**src/rtl/m72_pkg.sv**
```systemverilog
// Shared definitions for the M72 interrupt controller: port offsets, OCW2 codes,
// init sequencing states and the interrupt levels wired to video timing.
package m72_pkg;

    localparam logic PORT0 = 1'b0;
    localparam logic PORT1 = 1'b1;

    localparam logic [2:0] EOI_NONSPEC = 3'b001;
    localparam logic [2:0] EOI_SPEC    = 3'b011;

    localparam logic [2:0] VEC_VBLANK   = 3'd0;
    localparam logic [2:0] VEC_HINT     = 3'd2;
    localparam logic [2:0] VEC_SPURIOUS = 3'd7;

    typedef enum logic [1:0] {
        IDLE,
        WAIT_ICW2,
        WAIT_ICW4
    } init_state_t;

    // Vector byte replicated on both data lanes.
    function automatic logic [15:0] vec_word(input logic [4:0] base, input logic [2:0] lvl);
        return {2{base, lvl}};
    endfunction

endpackage

```
**src/rtl/m72_pic_prio_enc.sv**
```systemverilog
// Fixed-priority encoder: bit 0 is the highest priority.
module pic_prio_enc (
    input  logic [7:0] req,
    output logic       valid,
    output logic [2:0] idx
);

    always_comb begin
        valid = |req;
        idx   = 3'd0;
        // Scanning downward lets the lowest set index overwrite any higher one.
        for (int unsigned i = 8; i > 0; i--) begin
            if (req[i-1]) begin
                idx = 3'(i - 1);
            end
        end
    end

endmodule

```
**src/rtl/m72_pic.sv**
```systemverilog
// 8259-subset interrupt controller answering the CPU's wishbone IO and INTA cycles.
module m72_pic
    import m72_pkg::*;
#(
    parameter int unsigned WAIT_STATES  = 1,
    parameter logic [7:0]  DEFAULT_BASE = 8'h20
) (
    input  logic        clock,
    input  logic        reset_n,
    input  logic        cs,
    input  logic        stb,
    input  logic        we,
    input  logic [1:0]  sel,
    input  logic        a1,
    input  logic [15:0] din,
    output logic [15:0] dout,
    output logic        ack,
    input  logic        inta,
    output logic        int_rq,
    input  logic [7:0]  irq_in
);

    logic [7:0]  irr, isr, imr, irq_prev;
    logic [4:0]  base;
    logic        aeoi, rd_isr, icw4_needed;
    init_state_t init_state;

    logic [7:0]  irr_n, isr_n, imr_n, irr_clr, edges;
    logic [4:0]  base_n;
    logic        aeoi_n, rd_isr_n, icw4_n;
    init_state_t init_n;
    logic [15:0] dout_n;

    logic [1:0]  cnt;
    logic        done, active, fire;

    logic        pend_valid, isr_valid;
    logic [2:0]  pend_idx, isr_idx;

    logic        unused_lanes;
    assign unused_lanes = ^{sel[1], din[15:8]};

    pic_prio_enc u_pend_enc (
        .req   (irr & ~imr),
        .valid (pend_valid),
        .idx   (pend_idx)
    );

    pic_prio_enc u_isr_enc (
        .req   (isr),
        .valid (isr_valid),
        .idx   (isr_idx)
    );

    assign edges  = irq_in & ~irq_prev;
    assign active = stb & (cs | inta);
    assign fire   = active & ~done & (cnt == WAIT_STATES[1:0]);

    // Bus handshake: one ack per strobe, after WAIT_STATES counted cycles.
    always_ff @(posedge clock) begin
        if (!reset_n) begin
            cnt  <= '0;
            done <= 1'b0;
            ack  <= 1'b0;
        end else begin
            ack <= fire;
            if (!stb) begin
                cnt  <= '0;
                done <= 1'b0;
            end else if (active && !done) begin
                if (cnt == WAIT_STATES[1:0]) begin
                    done <= 1'b1;
                end else begin
                    cnt <= cnt + 2'd1;
                end
            end
        end
    end

    always_comb begin
        isr_n    = isr;
        imr_n    = imr;
        base_n   = base;
        aeoi_n   = aeoi;
        rd_isr_n = rd_isr;
        icw4_n   = icw4_needed;
        init_n   = init_state;
        dout_n   = dout;
        irr_clr  = '0;

        if (fire) begin
            if (inta) begin
                if (pend_valid) begin
                    dout_n            = vec_word(base, pend_idx);
                    irr_clr[pend_idx] = 1'b1;
                    if (!aeoi) begin
                        isr_n[pend_idx] = 1'b1;
                    end
                end else begin
                    dout_n = vec_word(base, VEC_SPURIOUS);
                end
            end else if (we) begin
                if (sel[0]) begin
                    if (a1 == PORT0) begin
                        if (din[4]) begin
                            imr_n  = '0;
                            isr_n  = '0;
                            icw4_n = din[0];
                            init_n = WAIT_ICW2;
                        end else if (din[4:3] == 2'b00) begin
                            if (din[6:5] == EOI_NONSPEC[1:0]) begin
                                if (isr_valid) begin
                                    isr_n[isr_idx] = 1'b0;
                                end
                            end else if (din[6:5] == EOI_SPEC[1:0]) begin
                                isr_n[din[2:0]] = 1'b0;
                            end
                        end else if (din[4:3] == 2'b01) begin
                            if (din[1]) begin
                                rd_isr_n = din[0];
                            end
                        end
                    end else begin
                        case (init_state)
                            WAIT_ICW2: begin
                                base_n = din[7:3];
                                init_n = icw4_needed ? WAIT_ICW4 : IDLE;
                            end
                            WAIT_ICW4: begin
                                aeoi_n = din[1];
                                init_n = IDLE;
                            end
                            default: imr_n = din[7:0];
                        endcase
                    end
                end
            end else begin
                dout_n = (a1 == PORT1) ? {2{imr}} : (rd_isr ? {2{isr}} : {2{irr}});
            end
        end

        // A new edge on the same clock as a clear leaves the request pending.
        irr_n = (irr & ~irr_clr) | edges;
    end

    always_ff @(posedge clock) begin
        if (!reset_n) begin
            irr         <= '0;
            isr         <= '0;
            imr         <= '0;
            base        <= DEFAULT_BASE[7:3];
            aeoi        <= 1'b0;
            rd_isr      <= 1'b0;
            icw4_needed <= 1'b0;
            init_state  <= IDLE;
            dout        <= '0;
            int_rq      <= 1'b0;
            irq_prev    <= irq_in;
        end else begin
            irr         <= irr_n;
            isr         <= isr_n;
            imr         <= imr_n;
            base        <= base_n;
            aeoi        <= aeoi_n;
            rd_isr      <= rd_isr_n;
            icw4_needed <= icw4_n;
            init_state  <= init_n;
            dout        <= dout_n;
            int_rq      <= pend_valid && (!isr_valid || (pend_idx < isr_idx));
            irq_prev    <= irq_in;
        end
    end

endmodule

```
**config.mk**
```make
export PLATFORM = sky130hd
export DESIGN_NAME = m72_pic
export DESIGN_NICKNAME = d
export VERILOG_FILES = /design/src/rtl/m72_pkg.sv /design/src/rtl/m72_pic_prio_enc.sv /design/src/rtl/m72_pic.sv
export SDC_FILE = /design/constraint.sdc
export NUM_CORES = 1
export LEC_CHECK = 0
export ABC_AREA = 1
export BUFFER_PORTS_ARGS = -buffer_cell sky130_fd_sc_hd__buf_2
export CORE_MARGIN = 4
export CORE_UTILIZATION = 54
export DETAILED_ROUTE_END_ITERATION = 12
export MAX_ROUTING_LAYER = met4
export PLACE_DENSITY = 0.83
export REMOVE_ABC_BUFFERS = 1
export SLEW_MARGIN = 0
export SYNTH_ARGS = -nofsm -noshare
export SYNTH_HDL_FRONTEND = slang
export SYNTH_SLANG_ARGS = --single-unit
export TNS_END_PERCENT = 100
```
**constraint.sdc**
```tcl
create_clock -name clock -period 4.4 [get_ports clock]
set_input_delay 0.22 -clock clock [delete_from_list [all_inputs] [get_ports clock]]
set_output_delay 0.22 -clock clock [all_outputs]
set_load 0.1 [all_outputs]
```
==> results <==
- The average wire per standard cell is 13.3 um.
- The clock sink count is 55.
- In this run the horizontal extent of the chip is 81.5 um.
- On the critical path the largest part of the delay comes from simple AND/OR/NAND/NOR gates.
- Setup repair after global routing left no endpoint under its margin.
- The area enclosed by the die boundary is 6640 sq um.
- Summing over every cut layer, the via total after detailed routing is 2803.
- VDD sags by at most 222 uV.
- The maximum operating frequency is 543 MHz.
- Headroom to the max-slew limit came out at 46.0%.
- The number of global-route vias before repair is 2524.
- Once layout is complete, the cells apart from fillers number 530.
- The detailed-route DRC error count is 0.
- The critical path startpoint is cnt[1].
- The startpoint identified for the worst hold timing path is irq_in[6].
- The post-CTS clock slew at the launch and capture registers of the worst setup and hold paths is 0.10 ns.
- The quantity of I/O buffers inserted on ports is 41.
- During synthesis, Yosys emitted a total of 0 warnings.
- The routed design could run at a clock period as short as 1.84 ns.
- The sequential-to-total area share from yosys stat is 37.8%.
- The analysis attributes to cell leakage a power of 1.52 nW.
- The number of antenna violations at the first check in global routing came to 0.
- The post-synthesis instance total is 428.
- The flow ran to the end, and the final reports show no timing, DRC or antenna violations.
- For this configuration, the core starts out at a cell density of 56.4%.
- The final count of pins violating max slew came to 0.
- The worst setup path is captured at a flip-flop.
- In this run, post-CTS repair resized a total of 0 instances.
- The placeable core region is 5170 sq um.
- After the last flow step, the layout net total stands at 497.
- Data on the critical path arrives at its endpoint at 2.05 ns.
- The first detailed-routing pass ran for 7 iterations.
- The post-synthesis compound-gate area fraction is 21.9%.
- The origin of the critical flop-to-flop path is cnt[1].
- The fraction of layout instances using a drive strength above 1 is 15.7%.
- The cell area power density is 319 nW/um^2.
- For the worst-skew pair, the clock arrives at the later sink with an insertion delay of 0.31 ns.
- The mux share of post-synthesis cell area is 0%.
- The number of maximum-capacitance constraint violations is 0.
- TritonCTS built the clock tree.
- The critical path contains buffers and inverters numbering 2 combined.
- From synthesis to final layout, the design area changed by 10.5%.
- The clock root buffer is clkbuf_8.
- The setup TNS is 0 ns.
- The area used by sequential logic in the layout is 1100 sq um.
- The area of the mapped netlist is 2920 sq um.
- The adder-cell share of the synthesized area is 2.15%.
- The number of placed instances, taps included is 522.
- The number of cell rows is 26.
- For the worst setup path, the data required time is 4.61 ns.
- After detailed routing, the total wire length is 7030 um.
- The dominant combinational cell family by area after synthesis is simple AND/OR/NAND/NOR gates.
- The path class of the tightest hold or removal check is input port to flip-flop.
- The multi-input logic area is 1490 sq um.
- 0 antenna diodes ended up in the layout.
- Clock tree synthesis inserted a total of 5 buffers.
- The number of ports placed on the die boundary is 51.
- The global-route wire length before repair is 11600 um.
- The synthesized area per cell is 6.81 sq um.
- The H-tree was split into 2 levels.
- The overflow left after global routing is 0.
- The largest net degree at the start of global routing is 25.
- Setup violations remaining at the end of the flow were counted as 0.
- The clock passes through at most 2 buffers.
- The count of nets left with antenna violations once routing finished came out at 0.
- The critical path is of the flip-flop to flip-flop type.
- The number of setup buffers added after CTS is 0.
- The post-synthesis xor/xnor area fraction is 0%.
- The worst clock skew is 0.00583 ns.
- In the routed layout, each cell is associated on average with a via count of 5.29.
- The maximum single-stage delay on the critical path is 0.55 ns.
- In this run the worst path has a maximum fanout of 13.
- The count of hold buffers inserted by post-cts repair is 0.
- For the pin with the worst max-slew slack, the measured transition is 0.809 ns.
- Global routing used 23.4% of the available tracks.
- The total of flip-flops plus latches after synthesis is 55.
- Traced cell by cell, the critical path runs through inv_1 -> ha_1 -> nand2_4 -> nor2_1 -> inv_1 -> nor3_1 -> nor2_1.
- Dividing the final minimum period by the clock period gives 41.9%.
- The number of distinct library cell variants in the gate-level netlist after synthesis is 34.
- The worst-path cell with the longest stage delay is nor2_1.
- Measured along the y axis, the die boundary spans 81.5 um.
- The iteration-0 DRC count of the detailed router is 220.
- The placer's final routability congestion estimate is 0.987.
- The basic-gate share of the synthesized area counting and, or, nand and nor cells is 26.9%.
- After filler insertion, the fill cell instance count of the layout stands at 487.
- The launching element type of the critical path is a flip-flop.
- The sum of net half-perimeters after detailed placement is 5490 um.
- The flop-to-flop setup slack is 2.56 ns.
- The number of failing hold endpoints at the final stage is 0.
==> cells in the mapped netlist <==
library cell  instances  share of area, %
clkbuf_1              5              0.64
nor2_1               56               7.2
nand3_2               1              0.34
a211oi_1              1              0.26
nor3_2                1              0.34
nor2_4                1              0.39
o22ai_1               7               1.5
a211oi_2              8               3.4
inv_2                 3              0.39
nor3_1                3              0.51
nor2_8                1              0.69
clkinv_4              1              0.30
nand3_1              17               2.9
a31oi_1               2              0.43
inv_1                54               6.9
buf_2                 3              0.51
and2_1                1              0.21
buf_4                 8               2.1
a21oi_1              47               8.1
nand2_2               2              0.43
nor2_2                1              0.21
nand2_4               2              0.77
o21ai_0              34               5.8
o21ai_2               1              0.30
o31ai_1               1              0.26
ha_1                  5               2.1
dfxtp_1              55                38
nand2_1              97                12
o21ai_1               3              0.51
o211ai_1              2              0.51
o21bai_1              1              0.26
a21oi_4               1              0.56
buf_6                 1              0.39
nand4_1               2              0.43
==> cells in the final DEF, fill, tap and decap left out, drive strengths merged, types with 4 or more instances in the layout <==
cell    Yosys  layout
a211oi      9       9
a21oi      48      48
buf        12      41
clkbuf      5       6
dfxtp      55      55
ha          5       5
inv        57      57
nand2     101     101
nand3      18      18
nor2       59      59
nor3        4       4
o21ai      38      38
o22ai       7       7
==> sequential cells by signal, indices dropped and copies added (netlist names), 2 cells and up <==
register    flops
dout            8
imr             8
irq_prev        8
irr             8
isr             8
base            5
cnt             2
init_state      2
==> worst reg2reg max path, stage by stage (launching register included) <==
cell and delay [ns]:
dfxtp_1 0.31, inv_1 0.07, ha_1 0.21, nand2_4 0.11, nor2_1 0.56, inv_1 0.20, nor3_1 0.23, nor2_1 0.06
==> power breakdown <==
part	internal, mW	switching, mW
clock	0.184	0.161
combinational	0.0414	0.123
sequential	0.511	0.00656
total	0.736	0.290
==> cell families (layout without fill, tap and decap cells) <==
family,count (synthesis),in the layout
compound gates,108,108
fa+ha+maj,5,5
buf+inv,75,107
flops,55,55
simple gates,185,185
==> per-stage QoR <==
| step | cell area (sq um) | setup WS, ns | hold slack (ns) | utilization (%) | power [mW] |
|---|---|---|---|---|---|
| floorplan | 2810 | 2.36 | 0.248 | - | 0.641 |
| finish | 3220 | 2.56 | 0.0222 | 62.3 | 1.03 |
| global placement | 3100 | 2.34 | 0.337 | 60.0 | 0.690 |
| CTS | 3220 | 2.58 | 0.0114 | 62.3 | 1.04 |
| detailed placement | 3100 | 2.27 | 0.338 | 60.0 | 0.691 |
| global route | 3220 | 2.34 | 0.0114 | 62.3 | 1.07 |
==> worst paths after layout <==
path	endpoint	cells past startpoint
hold reg to reg	done	2
setup reg to reg	dout[12]	7
setup / recovery	dout[12]	7
hold / removal	irq_prev[6]	1
==> area by class of cell <==
cell class                 instances  area share (%)
clock inverter                     2            1.09
multi-input combinational        298            46.2
inverter                          58            6.91
tap                               70            2.72
sequential                        55            34.2
timing repair buffer              41            6.37
clock buffer                       6            2.56
==> layer usage <==
layer  GRT usage, %  share of wire, %
met3           3.84               7.3
met1           30.4                43
met4           8.45               2.4
met2           37.0                47
met5              -                 0
(Power assumes the default switching activity.)
